File: src/rtl/seg7_pkg.sv
// seg7_pkg: shared seven-segment pattern constants, event kinds and the pattern decoder.
package seg7_pkg;
    typedef enum logic [1:0] {DIGIT = 2'd0, BLANK = 2'd1, ILLEGAL = 2'd2} seg_kind_t;
    typedef struct packed {
        seg_kind_t  kind;
        logic [3:0] digit;
    } seg_dec_t;
    // Active-low patterns, bit 0 = segment a, bit 6 = segment g
    localparam logic [6:0] SEG_0     = 7'h40;
    localparam logic [6:0] SEG_1     = 7'h79;
    localparam logic [6:0] SEG_2     = 7'h24;
    localparam logic [6:0] SEG_3     = 7'h30;
    localparam logic [6:0] SEG_4     = 7'h19;
    localparam logic [6:0] SEG_5     = 7'h12;
    localparam logic [6:0] SEG_6     = 7'h02;
    localparam logic [6:0] SEG_7     = 7'h78;
    localparam logic [6:0] SEG_8     = 7'h00;
    localparam logic [6:0] SEG_9     = 7'h10;
    localparam logic [6:0] SEG_BLANK = 7'h7F;
    function automatic seg_dec_t seg7_decode(input logic [6:0] p);
        seg_dec_t d;
        d.kind  = DIGIT;
        d.digit = 4'd0;
        case (p)
            SEG_0:     d.digit = 4'd0;
            SEG_1:     d.digit = 4'd1;
            SEG_2:     d.digit = 4'd2;
            SEG_3:     d.digit = 4'd3;
            SEG_4:     d.digit = 4'd4;
            SEG_5:     d.digit = 4'd5;
            SEG_6:     d.digit = 4'd6;
            SEG_7:     d.digit = 4'd7;
            SEG_8:     d.digit = 4'd8;
            SEG_9:     d.digit = 4'd9;
            SEG_BLANK: d.kind  = BLANK;
            default:   d.kind  = ILLEGAL;
        endcase
        return d;
    endfunction
endpackage

File: src/rtl/seg7_stabilizer.sv
// seg7_stabilizer: registers the segment lines and pulses o_commit once a pattern
// has matched for STABLE_CYCLES consecutive samples followed by one more matching sample.
module seg7_stabilizer
    import seg7_pkg::*;
#(
    parameter int STABLE_CYCLES = 4
) (
    input  logic       clk,
    input  logic       rst_n,
    input  logic [6:0] i_seg,
    output logic       o_commit,
    output logic [6:0] o_pattern
);
    localparam int CW = $clog2(STABLE_CYCLES + 1);
    localparam logic [CW-1:0] CNT_MAX = CW'(STABLE_CYCLES);
    typedef enum logic {TRACK, STABLE} state_t;
    state_t        r_state;
    logic [6:0]    r_seg_q;
    logic [6:0]    r_cand;
    logic [CW-1:0] r_cnt;
    logic          r_commit;
    always_ff @(posedge clk) begin
        if (!rst_n) begin
            r_state  <= TRACK;
            r_seg_q  <= SEG_BLANK;
            r_cand   <= SEG_BLANK;
            r_cnt    <= '0;
            r_commit <= 1'b0;
        end else begin
            r_seg_q  <= i_seg;
            r_commit <= 1'b0;
            if (r_seg_q != r_cand) begin
                r_state <= TRACK;
                r_cand  <= r_seg_q;
                r_cnt   <= CW'(1);
            end else if (r_state == TRACK) begin
                // Saturated count plus a matching sample commits; the pulse marks STABLE entry
                if (r_cnt == CNT_MAX) begin
                    r_state  <= STABLE;
                    r_commit <= 1'b1;
                end else begin
                    r_cnt <= r_cnt + CW'(1);
                end
            end
        end
    end
    assign o_commit  = r_commit;
    assign o_pattern = r_cand;
endmodule

File: src/rtl/seg7_capture.sv
// seg7_capture: loopback monitor turning stable seven-segment patterns into decoded
// events on a single-entry valid/ready holding register with a sticky overflow flag.
module seg7_capture
    import seg7_pkg::*;
#(
    parameter int STABLE_CYCLES = 4
) (
    input  logic       clk,
    input  logic       rst_n,
    input  logic [6:0] seg_in,
    input  logic       out_ready,
    input  logic       clr_ovf,
    output logic       out_valid,
    output logic [3:0] out_digit,
    output logic [1:0] out_kind,
    output logic [6:0] out_raw,
    output logic       ovf
);
    logic       w_commit;
    logic [6:0] w_pattern;
    logic       w_event;
    logic       w_load;
    seg_dec_t   w_dec;
    logic [6:0] r_last;
    seg7_stabilizer #(.STABLE_CYCLES(STABLE_CYCLES)) u_stab (
        .clk       (clk),
        .rst_n     (rst_n),
        .i_seg     (seg_in),
        .o_commit  (w_commit),
        .o_pattern (w_pattern)
    );
    assign w_event = w_commit && (w_pattern != r_last);
    assign w_load  = w_event && (!out_valid || out_ready);
    assign w_dec   = seg7_decode(w_pattern);
    always_ff @(posedge clk) begin
        if (!rst_n) begin
            r_last    <= SEG_BLANK;
            out_valid <= 1'b0;
            out_digit <= 4'd0;
            out_kind  <= DIGIT;
            out_raw   <= SEG_BLANK;
            ovf       <= 1'b0;
        end else begin
            // last tracks every committed change, including dropped events
            if (w_event)
                r_last <= w_pattern;
            if (w_load) begin
                out_valid <= 1'b1;
                out_digit <= w_dec.digit;
                out_kind  <= w_dec.kind;
                out_raw   <= w_pattern;
            end else if (out_ready) begin
                out_valid <= 1'b0;
            end
            ovf <= (w_event && !w_load) ? 1'b1 : clr_ovf ? 1'b0 : ovf;
        end
    end
endmodule

File: config.mk
export PLATFORM = sky130hd
export DESIGN_NAME = seg7_capture
export DESIGN_NICKNAME = d
export VERILOG_FILES = /design/src/rtl/seg7_pkg.sv /design/src/rtl/seg7_stabilizer.sv /design/src/rtl/seg7_capture.sv
export SDC_FILE = /design/constraint.sdc
export NUM_CORES = 1
export LEC_CHECK = 0
export ABC_AREA = 1
export BUFFER_PORTS_ARGS = -buffer_cell sky130_fd_sc_hd__buf_2
export CAP_MARGIN = 20
export CELL_PAD_IN_SITES_DETAIL_PLACEMENT = 1
export CELL_PAD_IN_SITES_GLOBAL_PLACEMENT = 1
export CORE_MARGIN = 2
export CORE_UTILIZATION = 40
export DETAILED_ROUTE_END_ITERATION = 8
export MAX_ROUTING_LAYER = met4
export PLACE_DENSITY = 0.87
export SYNTH_ARGS = -nofsm -noshare
export SYNTH_HDL_FRONTEND = slang
export SYNTH_SLANG_ARGS = --single-unit
File: constraint.sdc
create_clock -name clk -period 2.35 [get_ports clk]
set_input_delay 0.235 -clock clk [delete_from_list [all_inputs] [get_ports clk]]
set_output_delay 0.235 -clock clk [all_outputs]
set_load 0.01 [all_outputs]
==> reports/results.ini <==
[placement]
portBuffers = 25
dp_hpwl_um = 3140
placedCellCount = 308
gp_congestion = 0.851

[floorplanning]
dieArea_um2 = 5010
design.core.area_um2 = 4320
start_util_pct = 41.3
ios = 26
fp.dieH_um = 70.8
die_w_um = 70.8
rows = 24

[worst_setup_path]
crit_required_ns = 2.53
rr_startpoint = u_stab.o_pattern[6]
reg2reg_slack_ns = 0.46
critPathLaunch = u_stab.o_pattern[6]
crit_path_end_kind = flop
crit_path_start_kind = flop
worstSetupPathType = flop to flop
crit_end = out_digit[2]
cp_data_arrival_time_ns = 2.07
r2r_end = out_digit[2]
cp_max_fo = 20
rr_worst_depth = 9

[route]
routed_via_density = 5.15
drtIter0Drc = 115
wirelength_um = 4330
drcViolationCount = 0
firstDrtPassIters = 4
final_antenna_net_count = 0
post_drt_wl_per_cell_um = 13.7
vias = 1626

[cts]
cts_tree = done
htreeDepth = 2
insertion_delay_ns = 0.29
hold_buffers = 0
cts_setup_buffers = 0
cts-root-buf = clkbuf_8
cts_num_sinks = 41
clock_path_buffers = 2
clk_pin_slew_worst_paths_ns = 0.08
cts_made_buffers = 5
post_cts_resized = 0

[timing]
fin_tns_setup_ns = 0
min_period_ns = 1.89
period_share_pct = 80.5
hold_slack_ns = 0.124
tightest_slew_ns = 0.436
finalSetupViolations = 0
maxSlewViolCount = 0
fmax_ghz = 0.529
rsz0062_at_grt = no
hold_viol_final = 0
clock_skew_ns = 0.00495
slew_headroom_pct = 70.9

[finish]
instances_no_fill = 316
area_growth_syn_to_layout_pct = 12.6
nets = 276
drive_gt1_share_pct = 20.5
diodes = 0

[yosys]
synthAdderAreaFrac_pct = 1.40
synthCells = 239
syn_area_per_cell_um2 = 7.47
ys_types = 30
synth-simple-area-share_pct = 30.6
synthMuxAreaShare_pct = 0
ys_ff_latch = 41
synth-xor-area-share_pct = 2.45
synth_area_um2 = 1780
synth_top_family_by_area = simple AND/OR/NAND/NOR gates
yosysSeqAreaShare_pct = 46.0
syn_nets = 252
yosysWarnings = 0
synth-compound-area-share_pct = 10.1

[power]
p_leak_nw = 1.07
finalPower_mw = 1.24
peakVddDrop_v = 0.000351
power_density_nw_per_um2 = 619

[outcome]
outcome = complete, no violations

[global_route]
antenna_found_initial = 0
grt_max_degree = 26
grt_use_total_pct = 19.7
first_global_vias = 1669
gr-total-overflow = 0
grt_pass1_wl_um = 7600

[hold_path]
min_path_type = input pin to flop

[flow_run]
maxCapViolations = 0

-- worst min-delay path by stage --
stage,endpoint,depth (start not counted),startpoint,slack (ns)
2_1_floorplan,u_stab.r_seg_q[0],1,seg_in[0],0.34
3_3_place_gp,u_stab.r_seg_q[6],2,seg_in[6],0.42
3_5_place_dp,u_stab.r_seg_q[0],2,seg_in[0],0.43
4_1_cts,u_stab.r_seg_q[0],2,seg_in[0],0.12
5_1_grt,u_stab.r_seg_q[6],2,seg_in[6],0.12
6_report,u_stab.r_seg_q[0],2,seg_in[0],0.12
-- flip-flops by register name, indices dropped and copies added, names as in the netlist --
| register | count |
|---|---|
| ovf | 1 |
| u_stab.r_seg_q | 7 |
| out_valid | 1 |
| out_raw | 7 |
| u_stab.o_pattern | 7 |
| out_kind | 2 |
| out_digit | 4 |
| r_last | 7 |
| u_stab.r_cnt | 3 |
| u_stab.r_state | 1 |
| u_stab.o_commit | 1 |
-- through the flow --
| step | util (%) | setup slack [ns] | instance area, µm² |
|---|---|---|---|
| after floorplan | - | 1.05 | 1780 |
| after detailed placement | 44.6 | 0.546 | 1930 |
| after global placement | 44.6 | 0.640 | 1930 |
| after global routing | 46.5 | 0.273 | 2010 |
| final | 46.5 | 0.459 | 2010 |
| after CTS | 46.5 | 0.490 | 2010 |
-- cell families after synthesis --
logic type                 count (synthesis)
xor gates and xnor gates                   5
buffers and inverters                     38
AOI/OAI and AO/OA                         26
adders and majority gates                  2
DFF                                       41
and+or+nand+nor                          127
-- cells in the final DEF, fill, tap and decap left out, drive strengths merged, types with 2 or more instances in the layout --
master / Yosys / routed
or2: 8 / 8
clkinv: 1 / 3
inv: 28 / 28
dfxtp: 41 / 41
buf: 5 / 26
ha: 2 / 2
o21ai: 5 / 5
o211ai: 14 / 14
nand3: 8 / 8
nand4: 3 / 3
xor2: 4 / 4
nor3: 7 / 7
nand2: 75 / 75
nor2: 25 / 25
a21oi: 5 / 5
clkbuf: 4 / 6
-- critical path, cell delays in order (launching register included) --
cell and delay (ns):
dfxtp_1 0.52, clkinv_2 0.18, nand2_1 0.09, nand2_1 0.05, nand2_1 0.07, nor2_2 0.05
nand2_4 0.07, nand3_2 0.35, nor3_1 0.31, nor2_1 0.09
-- layout make-up --
cell class | instances | area (µm²)
inverter | 29 | 113
fill | 583 | 2310
timing repair buffer | 26 | 133
multi-input combinational | 160 | 796
clock buffer | 6 | 72.6
clock inverter | 2 | 10.0
sequential | 41 | 821
tap | 52 | 65.1
-- cell usage after synthesis (all sizes together) --
cell	number	area share, %
a21oi	5	1.8
a221oi	1	0.49
buf	5	2.2
clkbuf	4	0.84
clkinv	1	0.28
dfxtp	41	46
ha	2	1.4
inv	28	6.0
nand2	75	16
nand3	8	2.5
nand4	3	1.1
nor2	25	5.5
nor3	7	2.0
nor3b	1	0.42
o211ai	14	5.9
o21ai	5	1.4
o311ai	1	0.49
or2	8	2.8
xnor2	1	0.49
xor2	4	2.0
-- report_power, final --
| group | internal [mW] | switching, mW | total, mW |
|---|---|---|---|
| registers | 0.707 | 0.0135 | 0.721 |
| logic | 0.0317 | 0.0533 | 0.0850 |
| clock network | 0.206 | 0.233 | 0.439 |
| total | 0.945 | 0.300 | 1.24 |
-- metal layers --
metal,GRT usage (%),up-vias,share of wire (%)
li1,-,802,-
met1,23.3,779,44
met2,34.0,33,50
met3,4.56,12,3.6
met4,5.03,0,2.3
met5,-,-,0
(Power assumes the default switching activity.)
